File: config.mk
export PLATFORM = sky130hd
export DESIGN_NAME = pres_sel_gen
export DESIGN_NICKNAME = d
export VERILOG_FILES = /design/src/rtl/pres_sel_gen.sv
export SDC_FILE = /design/constraint.sdc
export NUM_CORES = 1
export LEC_CHECK = 0
export CAP_MARGIN = 30
export CORE_MARGIN = 8
export CORE_UTILIZATION = 53
export DETAILED_ROUTE_END_ITERATION = 7
export PLACE_DENSITY = 0.82
export SLEW_MARGIN = 20
export SYNTH_ARGS = -nofsm -noshare
export SYNTH_HDL_FRONTEND = slang
export SYNTH_SLANG_ARGS = --single-unit
File: constraint.sdc
create_clock -name CLK -period 2.83 [get_ports CLK]
set_clock_uncertainty 0.05 [all_clocks]
set_input_delay 0.566 -clock CLK [delete_from_list [all_inputs] [get_ports CLK]]
set_output_delay 0.566 -clock CLK [all_outputs]
set_load 0.01 [all_outputs]
File: src/rtl/pres_sel_gen.sv
// pres_sel_gen: prescaled channel-select sequencer.
//
// A programmable prescaler counts enabled cycles. Each time the count
// reaches the divisor, the select index advances according to the mode.
// One advance every div_r+1 enabled cycles.
//
// Modes: UP, DOWN, BOUNCE (ping-pong without repeating endpoints), HOLD.
//
// Ports:
//   CLK      rising-edge clock
//   RST      synchronous active-high reset
//   en       prescaler run enable
//   load     single-cycle strobe; captures div_in/mode_in and restarts the count
//   div_in   new divisor (period = div_in+1 enabled cycles)
//   mode_in  new mode: 0 UP, 1 DOWN, 2 BOUNCE, 3 HOLD
//   sel      registered binary channel index, always in 0..NCH-1
//   sel_oh   registered one-hot decode of sel
//   tick     one-cycle pulse in the cycle sel takes its new value
//   wrap     one-cycle pulse with tick when the sequence wraps
module pres_sel_gen #(
    parameter int NCH      = 2,
    parameter int DIVW     = 8,
    parameter int DIV_INIT = 0,
    localparam int SELW    = (NCH > 2) ? $clog2(NCH) : 1
) (
    input  logic            CLK,
    input  logic            RST,
    input  logic            en,
    input  logic            load,
    input  logic [DIVW-1:0] div_in,
    input  logic [1:0]      mode_in,
    output logic [SELW-1:0] sel,
    output logic [NCH-1:0]  sel_oh,
    output logic            tick,
    output logic            wrap
);

    typedef enum logic [1:0] {
        MODE_UP     = 2'd0,
        MODE_DOWN   = 2'd1,
        MODE_BOUNCE = 2'd2,
        MODE_HOLD   = 2'd3
    } mode_t;

    localparam logic [SELW-1:0] LAST  = SELW'(NCH - 1);
    localparam logic [SELW-1:0] ONE_S = SELW'(1);
    localparam logic [DIVW-1:0] ONE_D = DIVW'(1);

    logic [DIVW-1:0] cnt, cnt_nxt;
    logic [DIVW-1:0] div_r, div_nxt;
    mode_t           mode_r, mode_nxt;
    logic            dir_dn, dir_nxt;   // BOUNCE direction: 1 = moving down
    logic [SELW-1:0] sel_nxt;
    logic            tick_nxt, wrap_nxt;
    logic            go_up;

    function automatic logic [NCH-1:0] decode(input logic [SELW-1:0] s);
        logic [NCH-1:0] oh;
        oh = '0;
        for (int i = 0; i < NCH; i++) begin
            if (s == SELW'(i)) oh[i] = 1'b1;
        end
        return oh;
    endfunction

    always_comb begin
        cnt_nxt  = cnt;
        div_nxt  = div_r;
        mode_nxt = mode_r;
        dir_nxt  = dir_dn;
        sel_nxt  = sel;
        tick_nxt = 1'b0;
        wrap_nxt = 1'b0;
        go_up    = 1'b0;

        if (load) begin
            // load takes priority over a pending advance and restarts the count
            div_nxt  = div_in;
            mode_nxt = mode_t'(mode_in);
            cnt_nxt  = '0;
            if (mode_t'(mode_in) == MODE_BOUNCE) dir_nxt = 1'b0;
        end else if (en) begin
            if (cnt == div_r) begin
                cnt_nxt  = '0;
                tick_nxt = 1'b1;
                case (mode_r)
                    MODE_UP: begin
                        if (sel == LAST) begin
                            sel_nxt  = '0;
                            wrap_nxt = 1'b1;
                        end else begin
                            sel_nxt = sel + ONE_S;
                        end
                    end
                    MODE_DOWN: begin
                        if (sel == '0) begin
                            sel_nxt  = LAST;
                            wrap_nxt = 1'b1;
                        end else begin
                            sel_nxt = sel - ONE_S;
                        end
                    end
                    MODE_BOUNCE: begin
                        // Endpoints force the direction so that entering BOUNCE
                        // at NCH-1 (dir reset to up) still turns around cleanly.
                        go_up = (sel == '0) || (!dir_dn && (sel != LAST));
                        if (go_up) begin
                            sel_nxt = sel + ONE_S;
                        end else begin
                            sel_nxt  = sel - ONE_S;
                            wrap_nxt = (sel == ONE_S);
                        end
                        if (sel_nxt == LAST)     dir_nxt = 1'b1;
                        else if (sel_nxt == '0)  dir_nxt = 1'b0;
                        else                     dir_nxt = !go_up;
                    end
                    default: begin
                        // HOLD: tick only, sel and dir unchanged
                    end
                endcase
            end else begin
                cnt_nxt = cnt + ONE_D;
            end
        end
    end

    always_ff @(posedge CLK) begin
        if (RST) begin
            cnt    <= '0;
            div_r  <= DIVW'(DIV_INIT);
            mode_r <= MODE_UP;
            dir_dn <= 1'b0;
            sel    <= '0;
            sel_oh <= NCH'(1);
            tick   <= 1'b0;
            wrap   <= 1'b0;
        end else begin
            cnt    <= cnt_nxt;
            div_r  <= div_nxt;
            mode_r <= mode_nxt;
            dir_dn <= dir_nxt;
            sel    <= sel_nxt;
            sel_oh <= decode(sel_nxt);
            tick   <= tick_nxt;
            wrap   <= wrap_nxt;
        end
    end

endmodule
### Word level (Yosys, flattened, before mapping)

Cells that the tools add are included.
Widths: inputs -> output; s select.

* flip-flop bits (word level): 24
* input port bits: 14
* output and inout bits: 5
* word-level logic and storage cells: 55

* $add $sub $neg: 3
* equality and inequality tests: 5
* multiplexer cells: 25
* bitwise gates (word level): 3
* reduce and logical (&&, ||, !) cells: 11

Operators by type and width (count)
* $mux 1: 22
* $add 8x1->8 const B: 1
* $eq 8x8->1: 1
* $mux 8: 1
* $pmux 1 s3: 2
* $reduce_bool 2->1: 3
* $eq 2x2->1 const B: 2
* $reduce_and 4->1: 1
* $reduce_or 4->1: 1
* $not 1->1: 3
* $reduce_or 3->1: 1
* $eq 2x1->1 const B: 1
* $logic_not 2->1: 1
* $ne 2x1->1 const B: 1
* $reduce_or 2->1: 1
* $add 1x1->1 const B: 1
* $logic_and 1x1->1: 1
* $logic_not 1->1: 1
* $logic_or 1x1->1: 1
* $sub 1x1->1 const B: 1

### Longest topological paths before layout

Gate-level depths: netlist of run 1.

* depth after elaboration: 13
* gate-level depth with buffers: 5
* gate-level depth less buffers: 5

### Worst setup path after synthesis of run 1

No wires, ideal clock.

* path kind: input to register
* from: input port load
* to: register with a tool-made name
* setup time: 0.121 ns
* arrival: 1.416 ns
* data required time: 2.659 ns
* path slack: 1.243 ns
* stages on the path: 5
* buffers on the path: 1
* path through: clkbuf_1 > a21oi_1 > nand3_1 > nor3_2 > mux2_2

RTL lines
* from (decl): RTL line 29 `input logic load,`

==> key figures, run 1 <==
Outcome
  • Status: completed

Final layout
  • Final Instance Count excl. Fillers: 143
  • P&R area growth vs syn: 23.54%
  • Layout Utilization: 68.84%
  • Nets: 134
  • Ratio of cells with drive above 1 in the final layout: 8.475%
  • Antenna cells: 0

CTS
  • Post-CTS Resized: 0
  • CTS buffer count: 3
  • Root buffer cell: clkbuf_4
  • # H-tree levels: 1
  • Cts hold-fix bufs: 0
  • TritonCTS clock tree: built
  • Clock-pin slew on the worst setup and hold paths: roughly 0.12 ns
  • Clk buf depth: 2
  • Sink Count: 22
  • Clk_lat worst skew: 0.31 ns
  • Post-CTS Setup Bufs: 0

Placed design
  • PortBufs: 18
  • Gpl congestion: 0.8262
  • DP HPWL: ~1.4 mm
  • Placed cells: 139

Hold path
  • Hold Path Cell Cnt: 2
  • Worst Hold End: div_r[6]
  • Hold Crit Start: div_r[6]
  • Hold Path Class: reg -> reg

Logic synthesis
  • Post-synthesis cell type count: 21
  • Most area-consuming cells after synthesis: dfxtp_1, mux2i_1, xnor2_1, nor2_1, xor2_1
  • Avg Synthesized Cell Area: 9.526 um2
  • Yosys top cell area share: 45.77%
  • Area leader, netlist: dfxtp_1
  • Yosys reg bits: 22
  • Sequential area share after synthesis: between 40% and 50%
  • Adder-cell share of the synthesized area: 1.300%
  • Mux cell area share after synthesis: 13.65%
  • Synth Instances: 101
  • Xor and xnor area share after synthesis: 13.65%
  • Largest family of logic cells by synthesized area: simple AND/OR/NAND/NOR gates
  • Simple-Gate Fraction of Synth Area: between 10% and 20%
  • Syn_nets: approximately 120
  • Compound-cell area share of the yosys netlist: 2.341%
  • Syn. warnings: 0
  • Post-Syn Area: 962.2 um2

Detailed routing
  • Via-to-Cell Ratio: 5.049
  • DR WL/cell: ~13 um
  • DR vias: 722
  • Drt drc: 0
  • Post-route ant nets: 0
  • Initial drt markers: 9
  • Drt pass-1 iters: 3
  • Total wire length: ~1.8 mm

Floorplan
  • Initial Util: a little under three fifths
  • Die footprint: ~3400 um2
  • Die width: 58.61 um
  • Die Y: 58.61 um
  • Core box area: 1727 um2
  • Row Count: 15
  • Io pins: 19

GRT
  • Initial antenna violation count: 0
  • Vias in the first global route: approximately 730
  • Largest net degree at the start of global routing: 16
  • Total GRT Usage: 11.21%
  • GRT overflow: 0
  • First-pass GRT wire length: 3.049 mm

Critical path
  • Worst-path cell chain: clkdlybuf4s50_1 -> nand2_1 -> o31ai_2 -> nor2_1
  • R2R Setup Slk: 1.16 ns
  • Crit path launch type: input port
  • Worst setup EP type: register
  • WP data arrival: around 2.1 ns
  • Critical Path RT: 2.97 ns
  • Kind of critical path: in -> reg
  • R2R Path Start: cnt[0]
  • R2R depth: 4
  • CP max stage cell: clkdlybuf4s50_1
  • Crit-path max FO: 8
  • FF-to-FF End: cnt[5]
  • Worst path max stage delay: 0.67 ns

STA
  • Tmin final: 1.966 ns
  • Final setup fails: 0
  • RSZ-0062 raised after global routing: false
  • Worst-margin pin slew: 0.6220 ns
  • Hold WS: 0.4841 ns
  • Setup tns final: 0 ns
  • FMAX: 508.6 MHz
  • Final-report max-slew violation count: 0
  • Final Hold Vio Count: 0
  • Max-slew headroom: 58.28%
  • Fin crit share: between 60% and 70%

Power and ir drop
  • Gate power share: between 10% and 20%
  • Total power: 583.2 uW
  • Switching Share: 24.05%
  • Pwr/cell area: 490.7 nW/um2
  • Max rail drop VDD: ~0.32 mV
  • LEAKAGE: 0.0004368 uW
  • Switching pwr: 140.3 uW
  • Sequential Power Share: a little under three fifths
  • Clock Power Share: 30.0%
  • Internal power: 443.0 uW

Job
  • Max Cap Viol: 0
[cell usage after synthesis]
cell type / n
inv_1: 1
nor2_1: 22
nand4_1: 4
ha_1: 1
mux2i_1: 12
a21oi_1: 2
nor4_2: 1
xor2_1: 3
nor2b_1: 1
buf_4: 1
o31ai_2: 1
nor3_1: 3
nor3_2: 1
mux2_2: 1
dfxtp_1: 22
buf_2: 2
nand2_1: 5
clkbuf_1: 3
nand3_1: 2
xnor2_1: 12
or3_4: 1
[layout by cell type (no fill, tap or decap)]
cell type / instances
clkbuf_4: 3
or3_4: 1
xnor2_1: 12
nand3_1: 2
clkdlybuf4s50_1: 18
clkbuf_8: 1
nor3_1: 3
xor2_1: 3
o31ai_2: 1
mux2_2: 1
buf_4: 1
nor3_2: 1
ha_1: 1
nor2b_1: 1
a21oi_1: 2
mux2i_1: 12
nand4_1: 4
inv_1: 1
nor2_1: 22
dfxtp_1: 22
nand2_1: 5
nor4_2: 1
[final cells by class]
class / instances / area (um2)
Fill cell: 141 / 538.0
Multi-Input combinational cell: 72 / 489.2
Tap cell: 25 / 31.28
Inverter: 1 / 3.754
Timing Repair Buffer: 19 / 187.7
Sequential cell: 22 / 440.4
Clock buffer: 4 / 36.28
[critical path, delay by kind of cell]
| kind | cells | cell delay (ns) |
|---|---|---|
| buf+inv | 1 | 0.67 |
| compound gates | 1 | 0.60 |
| simple gates | 2 | 0.26 |
[per-stage QoR]
step	cell area, um2	worst slack (ns)
floorplan	962.2	1.243
global placement	1152	0.6469
detailed placement	1152	0.5623
CTS	1189	0.8923
global route	1189	0.8000
finish	1189	0.8639
[routing by layer]
layer | wire (um) | GRT usage [%]
met3 | 83 | 3.261
met1 | 826 | 12.09
met5 | 0 | 0
met2 | 892 | 20.16
met4 | 22 | 4.096
[flip-flops by register name (all words and copies together) (netlist names), named ones only]
register,flops
cnt,8
div_r,8
mode_r,2
sel_oh,1
tick,1
wrap,1
[power groups by stage]
stage               registers, uW  logic (uW)  clock network [uW]
floorplan                     336        47.8                   0
global placement              337        75.4                   0
detailed placement            337        78.0                   0
CTS                           330        78.5                 178
global route                  332        84.8                 194
finish                        330        78.1                 175
[worst max path at each step]
stage,start,slack [ns],end,depth (start not counted)
2_1_floorplan,load,1.24,register,5
3_3_place_gp,en,0.65,cnt[7],4
3_5_place_dp,en,0.56,cnt[0],4
4_1_cts,register,0.89,sel_oh[1],1
5_1_grt,en,0.80,cnt[6],4
6_report,en,0.86,cnt[5],4
[kinds of logic (layout without fill, tap and decap cells)]
| family | count (synthesis) | count (layout) |
|---|---|---|
| xor+xnor | 15 | 15 |
| buf+inv | 7 | 24 |
| compound gates | 3 | 3 |
| mux | 13 | 13 |
| simple gates | 40 | 40 |
| flops | 22 | 22 |
| fa+ha+maj | 1 | 1 |
Power figures use the tool's default switching activity.
==> run 2, diff against run 1 <==
--- a/config.mk
+++ b/config.mk
@@ -7,9 +7,9 @@
 export LEC_CHECK = 0
 export CAP_MARGIN = 30
 export CORE_MARGIN = 8
-export CORE_UTILIZATION = 53
+export CORE_UTILIZATION = 49
 export DETAILED_ROUTE_END_ITERATION = 7
-export PLACE_DENSITY = 0.82
+export PLACE_DENSITY = 0.76
 export SLEW_MARGIN = 20
 export SYNTH_ARGS = -nofsm -noshare
 export SYNTH_HDL_FRONTEND = slang
==> constraint.sdc (replaced) <==
create_clock -name CLK -period 1.9 [get_ports CLK]
set_clock_uncertainty 0.05 [all_clocks]
set_input_delay 0.38 -clock CLK [delete_from_list [all_inputs] [get_ports CLK]]
set_output_delay 0.38 -clock CLK [all_outputs]
set_load 0.01 [all_outputs]
==> key figures, run 2 (synthesis gave the netlist of run 1 again) <==
Floorplan
  • Initial Util: 50.59% (-5.1 points)
  • Core box area: 1902 um2 (+10%)
  • Die footprint: 3637 um2 (+5.9%)
  • Die width: 60.31 um (+2.9%)
  • Row Count: 16 (+1)
  • Die Y: 60.31 um (+2.9%)
  • Io pins: 19 (unchanged)

Placed design
  • Gpl congestion: 0.8040 (-2.7%)
  • PortBufs: 18 (unchanged)
  • Setup WS pre-CTS: 0.1400 ns (-0.4224 ns)
  • DP Area: 1177 um2 (+2.2%)
  • DP HPWL: 1.363 mm (-3.4%)

CTS
  • # H-tree levels: 1 (unchanged)
  • Sink Count: 22 (unchanged)
  • Clock-pin slew on the worst setup and hold paths: 0.11 ns (about the same)
  • Root buffer cell: clkbuf_4
  • Post-CTS Resized: 0 (unchanged)
  • Clk_lat worst skew: 0.30 ns (about the same)
  • TritonCTS clock tree: built
  • Post-CTS Setup Bufs: 0 (unchanged)
  • Cts hold-fix bufs: 0 (unchanged)
  • Clk buf depth: 2 (unchanged)
  • CTS buffer count: 3 (unchanged)

Critical path
  • WP data arrival: 1.28 ns (-0.83 ns)
  • Crit-path max FO: 6 (-2)
  • Worst-path cell chain: clkdlybuf4s50_1
  • Kind of critical path: reg -> out
  • Worst setup EP type: output port
  • Worst path max stage delay: 0.57 ns (-0.10 ns)
  • CP top delay family: buffers and inverters
  • R2R Setup Slk: 0.34 ns (-0.82 ns)
  • CP max stage cell: clkdlybuf4s50_1
  • Crit path launch type: register
  • Critical Path RT: 1.47 ns (-1.50 ns)
  • Worst Path Buf+Inv: 1 (unchanged)

GRT
  • Vias in the first global route: 680 (-7.4%)
  • Total GRT Usage: 10.48% (-0.73 points)
  • Largest net degree at the start of global routing: 14 (-2)
  • Initial antenna violation count: 0 (unchanged)
  • GRT overflow: 0 (unchanged)
  • First-pass GRT wire length: 2.884 mm (-5.4%)

STA
  • Max-slew headroom: 79.47% (+21 points)
  • Hold WS: 0.4850 ns (+0.0008910 ns)
  • RSZ-0062 raised after global routing: false
  • Setup tns final: 0 ns (unchanged)
  • Fin crit share: between 90% and 100%
  • Final-report max-slew violation count: 0 (unchanged)
  • FMAX: 583.7 MHz
  • Tmin final: 1.713 ns
  • Final setup margin: 0.1868 ns (-0.6771 ns)
  • Final Hold Vio Count: 0 (unchanged)
  • Final setup fails: 0 (unchanged)
  • Worst-margin pin slew: 0.3070 ns (-0.3151 ns)

Job
  • Max Cap Viol: 0 (unchanged)

Final layout
  • Biggest regs: cnt x8, div_r x8, mode_r x2
  • Nets: 137 (+2.2%)
  • P&R area growth vs syn: 26.14%
  • Ratio of cells with drive above 1 in the final layout: 10.74% (+2.3 points)
  • Commonest cells after routing, fill and taps aside: nor2_1, dfxtp_1, clkdlybuf4s50_1
  • Antenna cells: 0 (unchanged)
  • Final Cell Area: 1214 um2 (+2.1%)

Detailed routing
  • DR vias: 693 (-4.0%)
  • Drt pass-1 iters: 4 (+1)
  • Total wire length: 1.780 mm (-2.5%)
  • Via-to-Cell Ratio: 4.682 (-7.3%)
  • Initial drt markers: 5 (-4)
  • DR WL/cell: 12.03 um (-5.8%)
  • Drt drc: 0 (unchanged)
  • Post-route ant nets: 0 (unchanged)

Hold path
  • Hold Path Class: reg -> reg

Outcome
  • Status: completed

Power and ir drop
  • LEAKAGE: 0.0004509 uW (+3.2%)
  • Pwr/cell area: 706.6 nW/um2 (+44%)
  • Total power: 857.6 uW (+47%)
  • Max rail drop VDD: 0.3836 mV (+20%)
## run 2: layer usage
layer / global-route usage, % / vias to the layer above / wire length [um]
li1: - / 371 / -
met1: 11.45 / 307 / 821
met2: 17.84 / 11 / 840
met3: 3.226 / 4 / 89
met4: 5.102 / 0 / 29
met5: 0 / - / 0
## run 2: path summary, 6_finish.rpt
check	cells past startpoint	end	startpoint
hold / removal	2	div_r[1]	div_r[1]
setup / recovery	1	sel	register
hold reg to reg	2	div_r[1]	div_r[1]
setup reg to reg	4	register	cnt[5]
## run 2: where the power goes
part / leakage [uW] / total, uW / internal (uW) / switching, uW
logic: 0.000250 / 119 / 68.5 / 50.4
registers: 0.000180 / 492 / 478 / 13.7
clock network: 0.0000210 / 247 / 117 / 130
total: 0.000451 / 858 / 664 / 194
## run 2: per-stage QoR
step | utilization [%] | std cells
after floorplan | - | 101
after global placement | 61.91 | 144
after detailed placement | 61.91 | 144
after CTS | 63.82 | 148
after global routing | 63.82 | 148
final | 63.82 | 148
## run 2: final cells by class
type | count | area (um2)
fill | 159 | 688.2
multi-input combinational | 72 | 489.2
sequential | 22 | 440.4
timing repair buffer | 22 | 210.2
clock buffer | 4 | 36.28
tap | 27 | 33.78
inverter | 1 | 3.754
